[config.mk]
export PLATFORM = sky130hd
export DESIGN_NAME = zeror_lsu_fsm
export DESIGN_NICKNAME = d
export VERILOG_FILES = /design/src/rtl/zeror_lsu_fsm.sv
export SDC_FILE = /design/constraint.sdc
export NUM_CORES = 1
export LEC_CHECK = 0
export BUFFER_PORTS_ARGS = -buffer_cell sky130_fd_sc_hd__buf_2
export CAP_MARGIN = 20
export CORE_MARGIN = 2
export CORE_UTILIZATION = 50
export CTS_BUF_LIST = sky130_fd_sc_hd__clkbuf_8 sky130_fd_sc_hd__clkbuf_16
export DETAILED_ROUTE_END_ITERATION = 10
export GPL_ROUTABILITY_DRIVEN = 1
export PLACE_DENSITY = 0.81
export SYNTH_ARGS = -nofsm -noshare
export SYNTH_HDL_FRONTEND = slang
export SYNTH_SLANG_ARGS = --single-unit
[constraint.sdc]
create_clock -name clk -period 5.7 [get_ports clk]
set_clock_uncertainty 0.2 [all_clocks]
set_input_delay 0.57 -clock clk [delete_from_list [all_inputs] [get_ports clk]]
set_output_delay 0.57 -clock clk [all_outputs]
set_load 0.01 [all_outputs]
[src/rtl/zeror_lsu_fsm.sv]
// zeror_lsu_fsm: load/store unit bus controller. Issues one data-memory
// access at a time, drives byte enables and rotated store data, formats
// load results, and bounds the wait for read data with a timeout.
// Optional feature macro: ZEROR_LSU_MISALIGNED_EN. When defined, misaligned
// word/half accesses are split into two bus accesses; when undefined they are
// rejected with a single-cycle error pulse and never reach the bus.
module zeror_lsu_fsm #(
    parameter int BUS_TIMEOUT = 255
) (
    input  logic        clk,
    input  logic        rst,
    // EX-stage request
    input  logic        data_req_ex_i,
    input  logic        data_we_ex_i,
    input  logic [1:0]  data_type_ex_i,
    input  logic        data_sign_ext_ex_i,
    input  logic [31:0] adder_result_ex_i,
    input  logic [31:0] data_wdata_ex_i,
    // data-memory bus
    output logic        data_req_o,
    input  logic        data_gnt_i,
    input  logic        data_rvalid_i,
    output logic [31:0] data_addr_o,
    output logic        data_we_o,
    output logic [3:0]  data_be_o,
    output logic [31:0] data_wdata_o,
    input  logic [31:0] data_rdata_i,
    // results and status
    output logic [31:0] lsu_rdata_o,
    output logic        lsu_ready_ex_o,
    output logic        lsu_busy_o,
    output logic        lsu_err_o
);

    // Counter holds 0 .. BUS_TIMEOUT-1.
    localparam int CNT_W = (BUS_TIMEOUT > 2) ? $clog2(BUS_TIMEOUT) : 1;

`ifdef ZEROR_LSU_MISALIGNED_EN
    typedef enum logic [2:0] {
        IDLE, WAIT_GNT, WAIT_RVALID, WAIT_GNT_MIS, WAIT_RVALID_MIS
    } state_t;
`else
    typedef enum logic [1:0] {
        IDLE, WAIT_GNT, WAIT_RVALID
    } state_t;
`endif

    state_t state_q, state_d;

    // Access attributes captured while idle so the bus stays stable afterwards.
    logic [31:0] addr_q;
    logic [31:0] wdata_q;
    logic [1:0]  type_q;
    logic        sign_q;
    logic        we_q;

    logic [CNT_W-1:0] cnt_q, cnt_d;

    // Attributes of the access currently being handled: live EX inputs in
    // IDLE (zero-cycle issue), captured copies in every other state.
    logic        in_idle;
    logic [31:0] cur_addr;
    logic [31:0] cur_wdata;
    logic [1:0]  cur_type;
    logic [1:0]  cur_off;
    logic        cur_sign;
    logic        cur_we;
    logic        cur_misaligned;
    logic [3:0]  lane_base;
    logic        wait_rvalid;
    logic        timeout_hit;
    logic        reject;
    logic [31:0] rdata_low;
    logic [31:0] rd_rot;

    assign in_idle   = (state_q == IDLE);
    assign cur_addr  = in_idle ? adder_result_ex_i  : addr_q;
    assign cur_wdata = in_idle ? data_wdata_ex_i    : wdata_q;
    assign cur_type  = in_idle ? data_type_ex_i     : type_q;
    assign cur_sign  = in_idle ? data_sign_ext_ex_i : sign_q;
    assign cur_we    = in_idle ? data_we_ex_i       : we_q;
    assign cur_off   = cur_addr[1:0];

    // A word not on a word boundary, or a half whose second byte falls in the
    // next word, needs two bus accesses.
    assign cur_misaligned = ((cur_type == 2'b00) && (cur_off != 2'b00)) ||
                            ((cur_type == 2'b01) && (cur_off == 2'b11));

    // Lanes touched by the access when placed at offset 0.
    assign lane_base = (cur_type == 2'b00) ? 4'b1111 :
                       (cur_type == 2'b01) ? 4'b0011 : 4'b0001;

    assign timeout_hit = wait_rvalid && !data_rvalid_i &&
                         (cnt_q == CNT_W'(BUS_TIMEOUT - 1));
    assign cnt_d       = (wait_rvalid && !data_rvalid_i && !timeout_hit) ?
                         cnt_q + 1'b1 : '0;

`ifdef ZEROR_LSU_MISALIGNED_EN
    logic [31:0] rdata_q;
    logic [7:0]  lanes_wide;
    logic        second_half;

    // Lanes past bit 3 belong to the following word (second access).
    assign lanes_wide  = {4'b0000, lane_base} << cur_off;
    assign wait_rvalid = (state_q == WAIT_RVALID) || (state_q == WAIT_RVALID_MIS);
    assign reject      = 1'b0;
    assign rdata_low   = (state_q == WAIT_RVALID_MIS) ? rdata_q : data_rdata_i;
    assign data_addr_o = second_half ? {addr_q[31:2] + 30'd1, 2'b00}
                                     : {cur_addr[31:2], 2'b00};
    assign data_be_o   = second_half ? lanes_wide[7:4] : lanes_wide[3:0];
`else
    assign wait_rvalid = (state_q == WAIT_RVALID);
    assign reject      = data_req_ex_i && cur_misaligned;
    assign rdata_low   = data_rdata_i;
    assign data_addr_o = {cur_addr[31:2], 2'b00};
    assign data_be_o   = lane_base << cur_off;
`endif

    assign data_we_o    = cur_we;
    assign lsu_busy_o   = !in_idle;
    // Store data rotated left by the byte offset (rotate right by 32-8*off).
    assign data_wdata_o = 32'({cur_wdata, cur_wdata} >> (6'd32 - {1'b0, cur_off, 3'b000}));
    // Load data rotated right by the byte offset; for a split load the
    // registered first word supplies the low half of the 64-bit window.
    assign rd_rot       = 32'({data_rdata_i, rdata_low} >> {cur_off, 3'b000});

    // State register.
    always_ff @(posedge clk) begin
        // NOTE: sequential state uses non-blocking assignments so every register
        // samples the values from before the edge, independent of block order.
        if (rst) begin
            state_q <= IDLE;
        end else begin
            state_q <= state_d;
        end
    end

    // Capture access attributes while idle, count response wait cycles, keep the first word of a split load.
    always_ff @(posedge clk) begin
        // NOTE: the captured attributes are reset along with the control state;
        // they are few flops and a clean reset keeps outputs defined after reset.
        if (rst) begin
            addr_q  <= '0;
            wdata_q <= '0;
            type_q  <= '0;
            sign_q  <= 1'b0;
            we_q    <= 1'b0;
            cnt_q   <= '0;
`ifdef ZEROR_LSU_MISALIGNED_EN
            rdata_q <= '0;
`endif
        end else begin
            if (in_idle) begin
                addr_q  <= adder_result_ex_i;
                wdata_q <= data_wdata_ex_i;
                type_q  <= data_type_ex_i;
                sign_q  <= data_sign_ext_ex_i;
                we_q    <= data_we_ex_i;
            end
            cnt_q <= cnt_d;
`ifdef ZEROR_LSU_MISALIGNED_EN
            if ((state_q == WAIT_RVALID) && data_rvalid_i) begin
                rdata_q <= data_rdata_i;
            end
`endif
        end
    end

    // Next-state logic.
    always_comb begin
        // NOTE: default assignment first, so no path through the case leaves
        // state_d unassigned and no latch is inferred.
        state_d = state_q;
        case (state_q)
            IDLE: begin
                if (data_req_ex_i && !reject) begin
                    state_d = data_gnt_i ? WAIT_RVALID : WAIT_GNT;
                end
            end
            WAIT_GNT: begin
                if (data_gnt_i) begin
                    state_d = WAIT_RVALID;
                end
            end
            WAIT_RVALID: begin
                if (data_rvalid_i) begin
`ifdef ZEROR_LSU_MISALIGNED_EN
                    state_d = cur_misaligned ? WAIT_GNT_MIS : IDLE;
`else
                    state_d = IDLE;
`endif
                end else if (timeout_hit) begin
                    state_d = IDLE;
                end
            end
`ifdef ZEROR_LSU_MISALIGNED_EN
            WAIT_GNT_MIS: begin
                if (data_gnt_i) begin
                    state_d = WAIT_RVALID_MIS;
                end
            end
            WAIT_RVALID_MIS: begin
                if (data_rvalid_i || timeout_hit) begin
                    state_d = IDLE;
                end
            end
`endif
            default: state_d = IDLE;
        endcase
    end

    // Bus request, handshake to EX and error pulse per state.
    always_comb begin
        data_req_o     = 1'b0;
        lsu_ready_ex_o = 1'b0;
        lsu_err_o      = 1'b0;
`ifdef ZEROR_LSU_MISALIGNED_EN
        second_half    = 1'b0;
`endif
        case (state_q)
            IDLE: begin
                if (!data_req_ex_i) begin
                    lsu_ready_ex_o = 1'b1;
                end else if (reject) begin
                    lsu_err_o      = 1'b1;
                    lsu_ready_ex_o = 1'b1;
                end else begin
                    data_req_o = 1'b1;
                end
            end
            WAIT_GNT: begin
                data_req_o = 1'b1;
            end
            WAIT_RVALID: begin
                if (data_rvalid_i) begin
`ifdef ZEROR_LSU_MISALIGNED_EN
                    lsu_ready_ex_o = !cur_misaligned;
`else
                    lsu_ready_ex_o = 1'b1;
`endif
                end else if (timeout_hit) begin
                    lsu_err_o      = 1'b1;
                    lsu_ready_ex_o = 1'b1;
                end
            end
`ifdef ZEROR_LSU_MISALIGNED_EN
            WAIT_GNT_MIS: begin
                data_req_o  = 1'b1;
                second_half = 1'b1;
            end
            WAIT_RVALID_MIS: begin
                second_half = 1'b1;
                if (data_rvalid_i) begin
                    lsu_ready_ex_o = 1'b1;
                end else if (timeout_hit) begin
                    lsu_err_o      = 1'b1;
                    lsu_ready_ex_o = 1'b1;
                end
            end
`endif
            default: ;
        endcase
    end

    // Extend the rotated load data to 32 bits by access size.
    always_comb begin
        case (cur_type)
            2'b00:   lsu_rdata_o = rd_rot;
            2'b01:   lsu_rdata_o = {{16{cur_sign & rd_rot[15]}}, rd_rot[15:0]};
            default: lsu_rdata_o = {{24{cur_sign & rd_rot[7]}}, rd_rot[7:0]};
        endcase
    end

endmodule
# ---- Word-level counts from Yosys, hierarchy flattened
# Cells that the tools add are included.
dict set report totals {
  ff_bits 78
  latch_bits 0
  mem_bits_rw 0
  romBits 0
  input_bits 105
  out_inout_bits 105
  memories 0
}
dict set report classes {
  add_sub_neg 2
  n_mul 0
  div_mod_pow 0
  n_lt_le_gt_ge 0
  n_eq_ne 8
  shift 3
  muxes 25
  bitwise 3
  reduce_logical 17
}
# cell n
set op_table {}
lappend op_table {{32-bit two-way mux} 2}
lappend op_table {{32-bit case mux with 2 select lines} 1}
lappend op_table {{64-bit by 5-bit >> shifter with 32-bit output} 1}
lappend op_table {{64-bit by 6-bit >> shifter with 32-bit output} 1}
lappend op_table {{2-bit two-way mux} 7}
lappend op_table {{1-bit two-way mux} 10}
lappend op_table {{8-bit by 1-bit adder with 8-bit output (second input constant)} 1}
lappend op_table {{8-bit == test (second input constant)} 1}
lappend op_table {{1-bit logical AND} 7}
lappend op_table {{1-bit case mux with 2 select lines} 3}
lappend op_table {{2-bit case mux with 3 select lines} 1}
lappend op_table {{6-bit by 5-bit subtractor with 6-bit output (first input constant)} 1}
lappend op_table {{2-bit by 1-bit == test with 1-bit output (second input constant)} 2}
lappend op_table {{2-bit == test (second input constant)} 2}
lappend op_table {{1-bit zero test} 4}
lappend op_table {{2-bit zero test} 2}
lappend op_table {{4-bit two-way mux} 1}
lappend op_table {{4-bit by 2-bit left shift with 4-bit output} 1}
lappend op_table {{3-bit by 2-bit != test with 1-bit output (second input constant)} 1}
lappend op_table {{3-bit AND reduction} 1}
lappend op_table {{1-bit bitwise AND} 2}
lappend op_table {{2-bit by 1-bit != test with 1-bit output (second input constant)} 1}
lappend op_table {{2-bit != test (second input constant)} 1}
lappend op_table {{2-bit nonzero test} 1}
lappend op_table {{other kinds (3)} 3}

# ---- Logic depth before layout (Yosys ltp)
# Gate-level depths: netlist (run 1).
dict set report logic_depth {
  ltp_word 10
  ltp_mapped 9
  mapped_depth_nobuf 6
}

# ---- Least setup slack after synthesis (run 1)
# No wires, ideal clock.
dict set report synth_path {
  kind {input -> output}
  from {input port adder_result_ex_i[0]}
  to {output port lsu_rdata_o[14]}
  arrival_time_ns 2.180
  required_ns 4.930
  path_slack_ns 2.750
  path_stages 8
  path_buffers 3
  cell_sequence {buf_2 -> or3b_4 -> and2_1 -> buf_6 -> buf_4 -> mux2i_1 -> mux2_1 -> o21ai_1}
}
dict set report synth_between {
  elab_chain_cells 4
}
# element line
set synth_rtl {}
lappend synth_rtl {{start: declaration} 17} ;# input logic [31:0] adder_result_ex_i,
lappend synth_rtl {{32-bit two-way mux *} --}
lappend synth_rtl {{64-bit by 5-bit >> shifter with 32-bit output *} 125} ;# assign rd_rot = 32'({data_rdata_i, rdata_low} >> {cur_off, 3'b000});
lappend synth_rtl {{1-bit bitwise AND} 270} ;# default: lsu_rdata_o = {{24{cur_sign & rd_rot[7]}}, rd_rot[7:0]};
lappend synth_rtl {{32-bit case mux with 2 select lines *} 267} ;# case (cur_type)
lappend synth_rtl {{end: declaration} 29} ;# output logic [31:0] lsu_rdata_o,
# Mark *: on every way between the ends. The rest lies on a longest branch, timed or not.

# ---- Final worst setup path (run 1)
dict set report layout_path {
  from {input port adder_result_ex_i[0]}
  to {output port lsu_rdata_o[26]}
}
dict set report layout_between {
  elab_chain_cells 4
  word_cells_on_any_way 5
  cone_classes {shift: 1; mux: 2; bitwise: 2}
}
# element line
set layout_rtl {}
lappend layout_rtl {{32-bit two-way mux *} --}
lappend layout_rtl {{64-bit by 5-bit >> shifter with 32-bit output *} 125}
lappend layout_rtl {{1-bit bitwise AND (on tied branches)} {270, 269}}
lappend layout_rtl {{32-bit case mux with 2 select lines *} 267}
# Marks and branches as above.

==> impl_metrics.py, run 1 <==
metrics = {
    "status": {
        "outcome": "completed",
    },
    "placement": {
        "dp_cells": 986,
        "port_buffers": 207,
        "hpwl_um": 9240,
        "gp_congestion": 0.868,
    },
    "floorplan": {
        "fp.dieW_um": 110,
        "initial_core_util_pct": 51.5,
        "dieArea_mm2": 0.0121,
        "core_area_mm2": 0.0109,
        "die_y_um": 110,
        "ios": 210,
        "fp-row-count": 38,
    },
    "sta": {
        "period_needed_ns": 4.11,
        "rsz0062_at_grt": "false",
        "fmaxAchievable_mhz": 243,
        "slew_headroom_pct": 28.7,
        "holdWs_ns": 0.201,
        "worst_slew_pin_slew_ns": 1.07,
        "finalCritPeriodShare_pct": 72.1,
        "tns_ns": 0,
        "finalSetupViolations": 0,
        "final-hold-violation-count": 0,
        "slew_violations": 0,
    },
    "clock_network": {
        "clk_transition_reported_paths_ns": 0.08,
        "clkLatencyLatePin_ns": 0.34,
        "cts_max_path_buffers": 2,
        "ctsHoldBuffers": 0,
        "cts.sinks": 78,
        "cts_tree": "built",
        "cts_resized": 0,
        "htreeDepth": 3,
        "cts_setup_buffers": 0,
        "cts_buffers": 9,
        "ctsRootBufferMaster": "clkbuf_8",
    },
    "grt": {
        "grt_max_degree": 116,
        "grt_pass1_wl_um": 21100,
        "track_usage_pct": 21.6,
        "overflow": 0,
        "antenna_found_initial": 0,
        "grt_pass1_vias": 4590,
    },
    "drt": {
        "first_pass_iters": 4,
        "viasPerCell": 5.34,
        "vias": 5351,
        "wire_per_inst_um": 13.2,
        "routed_wl_um": 13300,
        "drcViolationCount": 0,
        "drt_iter0_drc": 283,
        "ant_nets": 0,
    },
    "final_layout": {
        "nNetsFinal": 964,
        "syn2layout_area_growth_pct": 18.0,
        "layout-drive-gt1-share_pct": 33.3,
        "final_cells": 1002,
        "num_antenna_cells": 0,
    },
    "synthesis": {
        "synth.distinct_cells": 50,
        "ys.flop_type": "dfxtp_1",
        "synth_seq_cells": 78,
        "synth-simple-area-share_pct": 19.6,
        "yosys_warnings": 0,
        "syn_inst": 717,
        "synth_top_family_by_area": "multiplexers",
        "synth_edf_count": 0,
        "muxShareOfSynthArea_pct": 26.8,
        "syn_avg_cell_area_um2": 7.82,
        "synthTopCellsByArea": "dfxtp_1 28%, mux2i_1 19%, nand2_1 11%",
        "synth_area_leader_cell": "dfxtp_1",
        "synth_adder_area_share_pct": 0.804,
        "synth-compound-area-share_pct": 14.4,
        "syn_area_mm2": 0.00560,
        "synth-xor-area-share_pct": 1.09,
        "yosys.area.top_type_share_pct": 27.9,
        "yosysSeqAreaShare_pct": 27.9,
        "synth-async-reset-ratio_pct": 0,
    },
    "worst_setup_path": {
        "cp_max_fo": 32,
        "cp.arrival_ns": 3.34,
        "crit_path_start_kind": "primary input",
        "critPathBufInv": 3,
        "cp_cell_sequence": "buf_2 -> buf_4 -> or3b_4 -> and2_1 -> mux2i_2 -> o22a_2 -> nand3_1 -> buf_2",
        "required_ns": 4.93,
        "crit_family": "simple AND/OR/NAND/NOR gates",
        "timing.rr.start": "state_q[1]$_SDFFE_PP0P_",
        "crit_type": "in -> out",
        "max_stage_delay_ns": 0.82,
        "cp-end-kind": "primary output",
        "critPathSlowestCell": "and2_1",
        "worst_path_most_repeated_cell": "buf_2",
        "critPathLaunch": "adder_result_ex_i[0]",
    },
    "pwr": {
        "p_leak_uw": 0.00343,
        "cellPowerDensity_mw_per_mm2": 276,
        "ir_worst_vdd_mv": 0.149,
    },
    "min_path": {
        "hold_path_class": "in -> reg",
        "min_from": "data_gnt_i",
    },
    "job": {
        "cap_violations": 0,
    },
}
==> report_power, final <==
part / switching, uW / leakage (uW) / total, uW / internal [uW]
logic: 416 / 0.00267 / 740 / 324
registers: 23.4 / 0.000645 / 611 / 587
clock network: 218 / 0.000117 / 471 / 254
==> registers in the layout, summed over array words and instances, names as in the netlist <==
register / flops
type_q: 2
sign_q: 1
state_q: 2
cnt_q: 8
wdata_q: 32
addr_q: 32
we_q: 1
==> kinds of logic (layout without fill, tap and decap cells) <==
logic type	Yosys count	count (layout)
other	1	2
and+or+nand+nor	250	250
xor gates and xnor gates	7	7
buffers and inverters	91	235
muxes	145	145
DFF	78	78
adders and majority gates	4	4
AOI/OAI and AO/OA	141	141
==> path summary, 6_finish.rpt <==
check | slack, ns | end | depth (start not counted)
setup / recovery | 1.59 | lsu_rdata_o[26] | 8
hold / removal | 0.20 | state_q[0]$_SDFFE_PP0P_ | 2
setup reg to reg | 3.08 | state_q[1]$_SDFFE_PP0P_ | 5
hold reg to reg | 0.26 | addr_q[18]$_SDFF_PP0_ | 2
==> routing by layer <==
metal	up-vias	wire, um	GRT usage, %
met2	153	6360	36.5
met1	2466	6000	27.8
met3	8	796	4.39
met4	0	108	5.97
li1	2724	-	-
met5	-	0	0
==> synth_stat cells (all sizes together) (2+ instances only) <==
| cell type | number |
|---|---|
| nand2 | 163 |
| mux2i | 106 |
| a21oi | 98 |
| dfxtp | 78 |
| buf | 54 |
| nor2 | 50 |
| mux2 | 39 |
| clkbuf | 33 |
| nand3 | 19 |
| o22a | 17 |
| o21ai | 14 |
| xor2 | 5 |
| inv | 4 |
| and3 | 3 |
| nand2b | 3 |
| a211oi | 2 |
| a31oi | 2 |
| and2 | 2 |
| ha | 2 |
| maj3 | 2 |
| nor3b | 2 |
| or2 | 2 |
| or4 | 2 |
| xnor2 | 2 |
==> cells in the final DEF (no fill, tap or decap), drive strengths merged, types with 14 or more instances in the layout <==
master  count
buf       215
nand2     163
mux2i     106
a21oi      98
dfxtp      78
nor2       50
mux2       39
nand3      19
o22a       17
o21ai      14
==> area by class of cell <==
class	instances	area [um^2]
Multi-Input combinational cell	549	3540
Tap cell	140	175
Inverter	4	16.3
Clock inverter	7	103
Fill cell	995	4280
Timing Repair Buffer	215	1100
Sequential cell	78	1560
Clock buffer	9	124
==> stage by stage <==
stage                     setup WS (ns)  total power (uW)  cell area [um^2]  utilization (%)
after CTS                          1.61              1840              6610             60.7
after global routing               1.43              1950              6610             60.7
after global placement             1.67              1350              6380             58.6
after detailed placement           1.61              1360              6380             58.6
after floorplan                    2.75              1170              5610                -
final                              1.59              1820              6610             60.7
Power figures use the tool's default switching activity.
==> run 2: changes to the inputs <==
--- a/config.mk
+++ b/config.mk
@@ -8,11 +8,11 @@
 export BUFFER_PORTS_ARGS = -buffer_cell sky130_fd_sc_hd__buf_2
 export CAP_MARGIN = 20
 export CORE_MARGIN = 2
-export CORE_UTILIZATION = 50
+export CORE_UTILIZATION = 46
 export CTS_BUF_LIST = sky130_fd_sc_hd__clkbuf_8 sky130_fd_sc_hd__clkbuf_16
 export DETAILED_ROUTE_END_ITERATION = 10
 export GPL_ROUTABILITY_DRIVEN = 1
-export PLACE_DENSITY = 0.81
+export PLACE_DENSITY = 0.78
 export SYNTH_ARGS = -nofsm -noshare
 export SYNTH_HDL_FRONTEND = slang
 export SYNTH_SLANG_ARGS = --single-unit
==> constraint.sdc (replaced) <==
create_clock -name clk -period 3.5 [get_ports clk]
set_clock_uncertainty 0.2 [all_clocks]
set_input_delay 0.35 -clock clk [delete_from_list [all_inputs] [get_ports clk]]
set_output_delay 0.35 -clock clk [all_outputs]
set_load 0.01 [all_outputs]
==> run 2 against run 1 <==
Sequential power grew 63%; final cell count up 1.1%; core utilization down 4.5 points; register-to-register slack worse by 2.0 ns; die area is 8.4% higher; power up 70%; combinational power up 66%; hold slack worse by 0.13 ns; non-clock buffer count up 4; worst setup slack got worse by 1.4 ns; via count up 0.30%; global-route usage shrank 0.90 points; largest power group unchanged.
==> impl_metrics.py, run 2 (synthesis results as in run 1) <==
metrics = {
    "status": {
        "outcome": "completed",
    },
    "min_path": {
        "hold_path_class": "in -> reg",
        "min_from": "adder_result_ex_i[17]",
        "worst_hold_path.endpoint": "addr_q[17]$_SDFF_PP0_",
        "whs_path_depth": 3,
    },
    "sta": {
        "tns_ns": 0,
        "period_needed_ns": 3.29,
        "final-hold-violation-count": 0,
        "finalSetupViolations": 0,
        "worst_slew_pin_slew_ns": 0.553,
        "fmaxAchievable_mhz": 304,
        "rsz0062_at_grt": "false",
        "timing.final.ws_setup_ns": 0.212,
        "slew_violations": 0,
        "finalCritPeriodShare_pct": 93.9,
        "slew_headroom_pct": 63.1,
    },
    "grt": {
        "grt_pass1_wl_um": 22400,
        "grt_pass1_vias": 4726,
        "grt_max_degree": 126,
        "antenna_found_initial": 0,
        "track_usage_pct": 20.7,
        "overflow": 0,
    },
    "worst_setup_path": {
        "cp.arrival_ns": 2.74,
        "timing.rr.start": "state_q[1]$_SDFFE_PP0P_",
        "cp-end-kind": "primary output",
        "cp_max_fo": 25,
        "crit_type": "reg -> out",
        "reg2reg_slack_ns": 1.07,
        "r2r-end": "state_q[0]$_SDFFE_PP0P_",
        "crit_path_start_kind": "flop",
        "ff2ff_path_depth": 7,
        "required_ns": 2.95,
    },
    "placement": {
        "place_ws_ns": 0.467,
        "place_area_mm2": 0.00643,
        "gp_congestion": 0.911,
        "dp_cells": 996,
        "hpwl_um": 10100,
        "port_buffers": 207,
    },
    "clock_network": {
        "cts.sinks": 78,
        "cts_buffers": 9,
        "clk_transition_reported_paths_ns": 0.06,
        "cts_max_path_buffers": 2,
        "htreeDepth": 3,
        "cts_tree": "built",
        "ctsRootBufferMaster": "clkbuf_16",
        "clkLatencyLatePin_ns": 0.33,
    },
    "drt": {
        "drcViolationCount": 0,
        "first_pass_iters": 5,
        "drt_iter0_drc": 289,
        "vias": 5367,
        "wire_per_inst_um": 13.9,
        "ant_nets": 0,
        "viasPerCell": 5.30,
        "routed_wl_um": 14000,
    },
    "final_layout": {
        "fillers": 1136,
        "reg.largest.list": "addr_q x32, wdata_q x32, cnt_q x8",
        "syn2layout_area_growth_pct": 20.0,
        "num_antenna_cells": 0,
        "final_area_mm2": 0.00672,
        "regArea_mm2": 0.00156,
        "final_cells": 1013,
        "layout_common_cells": "207 x buf_2, 161 x nand2_1, 105 x mux2i_1, 98 x a21oi_1, 78 x dfxtp_1",
        "final_common_cell": "buf_2",
        "nNetsFinal": 968,
        "layout-drive-gt1-share_pct": 33.7,
        "multi_input_comb_area_mm2": 0.00354,
    },
    "floorplan": {
        "ios": 210,
        "fp-row-count": 40,
        "core_area_mm2": 0.0120,
        "die_y_um": 114,
        "initial_core_util_pct": 46.9,
        "dieArea_mm2": 0.0131,
        "fp.dieW_um": 114,
    },
    "job": {
        "cap_violations": 0,
    },
    "pwr": {
        "ir_worst_vdd_mv": 0.223,
        "cellPowerDensity_mw_per_mm2": 461,
        "finalPower_uw": 3100,
        "p_leak_uw": 0.00347,
    },
}
## run 2: changes by cell type in the layout (fill, tap and decap cells not counted), moves of 2 or more
cell       delta
bufinv_16     -2
buf_4         +2
clkbuf_16     +9
clkinv_4      +2
clkbuf_8      -9
## run 2: worst max-delay path: stages, from the launching register on
cell	delay, ns
dfxtp_1	0.41
nor2_4	0.27
buf_4	0.33
clkinv_2	0.17
nand2_1	0.09
nand2_1	0.21
a2111o_2	0.60
nand3_1	0.17
buf_2	0.15
## run 2: where the power goes
part,leakage (uW),switching [uW],internal (uW),total (uW)
logic,0.00269,697,536,1230
clock network,0.000137,384,489,873
registers,0.000645,38.4,957,996
total,0.00347,1120,1980,3100
## run 2: layer usage
| metal | part of all wire (%) | global-route usage (%) | vias to the layer above |
|---|---|---|---|
| met5 | 0 | 0 | - |
| met4 | 1.6 | 6.26 | 0 |
| met3 | 5.1 | 3.76 | 16 |
| met2 | 47 | 33.5 | 155 |
| met1 | 46 | 28.0 | 2465 |
| li1 | - | - | 2731 |
## run 2: how the worst max path moves through the flow
| stage | startpoint | end | slack (ns) |
|---|---|---|---|
| CTS | state_q[1]$_SDFFE_PP0P_ | lsu_rdata_o[31] | 0.10 |
| global route | state_q[1]$_SDFFE_PP0P_ | lsu_rdata_o[31] | 0.03 |
| finish | state_q[1]$_SDFFE_PP0P_ | lsu_rdata_o[31] | 0.21 |
| floorplan | adder_result_ex_i[0] | lsu_rdata_o[9] | 0.99 |
| detailed placement | state_q[1]$_SDFFE_PP0P_ | lsu_rdata_o[31] | 0.47 |
| global placement | state_q[1]$_SDFFE_PP0P_ | lsu_rdata_o[31] | 0.52 |
## run 2: timing repair
action / 4_1_cts / 5_1_grt
resized for setup: 0 / 2
hold buffers: 1 / 0
endpoints found under the hold margin: 1 / 0
setup buffers: 0 / 0
setup endpoints to repair: 0 / 16
## run 2: area by class of cell
class	instances	area share, %
Multi-Input combinational cell	549	52.6
Sequential cell	78	23.2
Timing Repair Buffer	219	17.0
Clock buffer	9	3.35
Tap cell	147	2.74
Clock inverter	7	0.837
Inverter	4	0.242
## run 2: metrics by stage
stage                     hold WS (ns)  utilization (%)
after global placement           0.251             53.7
after global routing            0.0702             56.2
final                           0.0760             56.2
after floorplan                  0.226                -
after CTS                       0.0640             56.2
after detailed placement         0.258             53.7
==> run 3: changes to the inputs <==
--- a/config.mk
+++ b/config.mk
@@ -8,11 +8,11 @@
 export BUFFER_PORTS_ARGS = -buffer_cell sky130_fd_sc_hd__buf_2
 export CAP_MARGIN = 20
 export CORE_MARGIN = 2
-export CORE_UTILIZATION = 46
+export CORE_UTILIZATION = 50
 export CTS_BUF_LIST = sky130_fd_sc_hd__clkbuf_8 sky130_fd_sc_hd__clkbuf_16
 export DETAILED_ROUTE_END_ITERATION = 10
 export GPL_ROUTABILITY_DRIVEN = 1
-export PLACE_DENSITY = 0.78
+export PLACE_DENSITY = 0.81
 export SYNTH_ARGS = -nofsm -noshare
 export SYNTH_HDL_FRONTEND = slang
 export SYNTH_SLANG_ARGS = --single-unit
==> constraint.sdc (replaced) <==
create_clock -name clk -period 3.3 [get_ports clk]
set_clock_uncertainty 0.2 [all_clocks]
set_input_delay 0.33 -clock clk [delete_from_list [all_inputs] [get_ports clk]]
set_output_delay 0.33 -clock clk [all_outputs]
set_load 0.01 [all_outputs]
==> run 3 against run 2 <==
Combinational power increased by 7%; critical path depth decreased by 2; non-clock buffer count increased by 5; via count increased by 2.4%; final cell count decreased by 0.30%; design area decreased by 0.48%; critical path type unchanged; power increased by 1.2%; sequential cell count unchanged; worst setup slack got worse by 0.033 ns; first-iteration DRC count increased by 5.2%; sequential share of layout area increased by 0.11 points.
==> impl_metrics.py, run 3 (synthesis results as in run 1) <==
metrics = {
    "floorplan": {
        "die_y_um": 110,
        "initial_core_util_pct": 51.5,
        "dieArea_mm2": 0.0121,
        "core_area_mm2": 0.0109,
        "fp.dieW_um": 110,
        "fp-row-count": 38,
        "ios": 210,
    },
    "grt": {
        "grt.met3_usage_pct": 3.85,
        "grtUsageMet1_pct": 27.0,
        "grt_pass1_wl_um": 21900,
        "grt_util_met2_pct": 40.1,
        "grt_pass1_vias": 4870,
        "antenna_found_initial": 0,
        "track_usage_pct": 22.3,
        "grt.busiest_layer": "met2",
        "grt_max_degree": 71,
        "overflow": 0,
    },
    "clock_network": {
        "clk_transition_reported_paths_ns": 0.08,
        "cts_max_path_buffers": 2,
        "ctsRootBufferMaster": "clkbuf_8",
        "cts_tree": "built",
        "cts_buffers": 9,
        "cts_setup_buffers": 0,
        "clkLatencyLatePin_ns": 0.33,
        "cts.sinks": 78,
        "htreeDepth": 3,
    },
    "drt": {
        "first_pass_iters": 5,
        "wire_per_inst_um": 13.8,
        "vias": 5495,
        "ant_nets": 0,
        "drt_iter0_drc": 304,
        "drcViolationCount": 0,
        "viasPerCell": 5.44,
        "routed_wl_um": 13900,
    },
    "final_layout": {
        "num_antenna_cells": 0,
        "final_common_cell": "buf_2",
        "layout-drive-gt1-share_pct": 34.1,
        "reg.largest.list": "addr_q x32, wdata_q x32, cnt_q x8",
        "final_cells": 1010,
        "nNetsFinal": 973,
        "syn2layout_area_growth_pct": 19.4,
        "layout_common_cells": "207 x buf_2, 161 x nand2_1, 105 x mux2i_1, 98 x a21oi_1, 78 x dfxtp_1",
    },
    "placement": {
        "place_ws_ns": 0.378,
        "port_buffers": 207,
        "dp_cells": 994,
        "hpwl_um": 10000,
        "gp_congestion": 0.835,
    },
    "sta": {
        "period_needed_ns": 3.12,
        "slew_violations": 0,
        "worst_slew_pin_slew_ns": 0.751,
        "finalSetupViolations": 0,
        "rsz0062_at_grt": "false",
        "final-hold-violation-count": 0,
        "slew_headroom_pct": 50.0,
        "fmaxAchievable_mhz": 320,
        "finalCritPeriodShare_pct": 94.6,
        "holdWs_ns": 0.0418,
        "tns_ns": 0,
        "timing.final.ws_setup_ns": 0.179,
    },
    "status": {
        "outcome": "completed",
    },
    "pwr": {
        "p_comb_share_pct": 42.1,
        "switching_share_pct": 35.7,
        "p_int_uw": 2020,
        "cellPowerDensity_mw_per_mm2": 469,
        "ir_worst_vdd_mv": 0.325,
        "seqPwrFrac_pct": 33.6,
        "p_sw_uw": 1120,
        "p_leak_uw": 0.00347,
        "clockPowerShare_pct": 24.3,
    },
    "worst_setup_path": {
        "cp.arrival_ns": 2.59,
        "crit_path_start_kind": "flop",
        "crit_type": "reg -> out",
        "required_ns": 2.77,
        "cp_max_fo": 28,
        "cp-end-kind": "primary output",
    },
    "job": {
        "cap_violations": 0,
    },
    "min_path": {
        "hold_path_class": "in -> reg",
    },
}
-- run 3: area by class of cell --
type | instances | area [um^2]
clock buffers | 9 | 124
clock inverters | 6 | 87.6
fillers | 1020 | 4200
flip-flops and latches | 78 | 1560
repair buffers | 224 | 1180
well taps | 140 | 175
multi-input cells | 549 | 3550
inverters | 4 | 16.3
-- run 3: per-layer routing --
layer	share of wire (%)	routed length [um]
met1	43	5950
met2	50	7010
met3	6.1	845
met4	0.94	131
met5	0	0
-- run 3: power groups by stage --
stage / clock network, uW / registers, uW / logic (uW)
2_1_floorplan: 0 / 1060 / 954
3_3_place_gp: 0 / 1070 / 1300
3_5_place_dp: 0 / 1080 / 1320
4_1_cts: 791 / 1050 / 1320
5_1_grt: 822 / 1060 / 1450
6_report: 762 / 1050 / 1320
-- run 3: critical path, cell delays in order, from the launching register on --
cell and delay, ns:
dfxtp_1 0.43, or3b_4 0.48, nand2_8 0.22, mux2i_1 0.16, a2111o_2 0.68, nand3_1 0.15
buf_2 0.13
-- run 3: worst paths after layout --
check / startpoint / to / slack [ns] / depth (start not counted)
worst max-delay path: state_q[1]$_SDFFE_PP0P_ / lsu_rdata_o[31] / 0.18 / 6
worst min-delay path: data_wdata_ex_i[20] / wdata_q[20]$_SDFF_PP0_ / 0.04 / 3
worst max register to register: state_q[1]$_SDFFE_PP0P_ / state_q[0]$_SDFFE_PP0P_ / 0.95 / 7
worst min register to register: addr_q[6]$_SDFF_PP0_ / addr_q[6]$_SDFF_PP0_ / 0.27 / 2
-- run 3: per-stage QoR --
step,instance area (um^2),power (uW),utilization (%)
6_report,6690,3140,61.5
3_5_place_dp,6460,2390,59.3
2_1_floorplan,5610,2020,-
5_1_grt,6690,3340,61.5
4_1_cts,6680,3170,61.3
3_3_place_gp,6460,2370,59.3
-- run 3: timing repair --
action,in CTS,in global routing
hold endpoints to repair,1,0
resized for setup,0,4
hold buffers,1,0
setup endpoints to repair,0,24
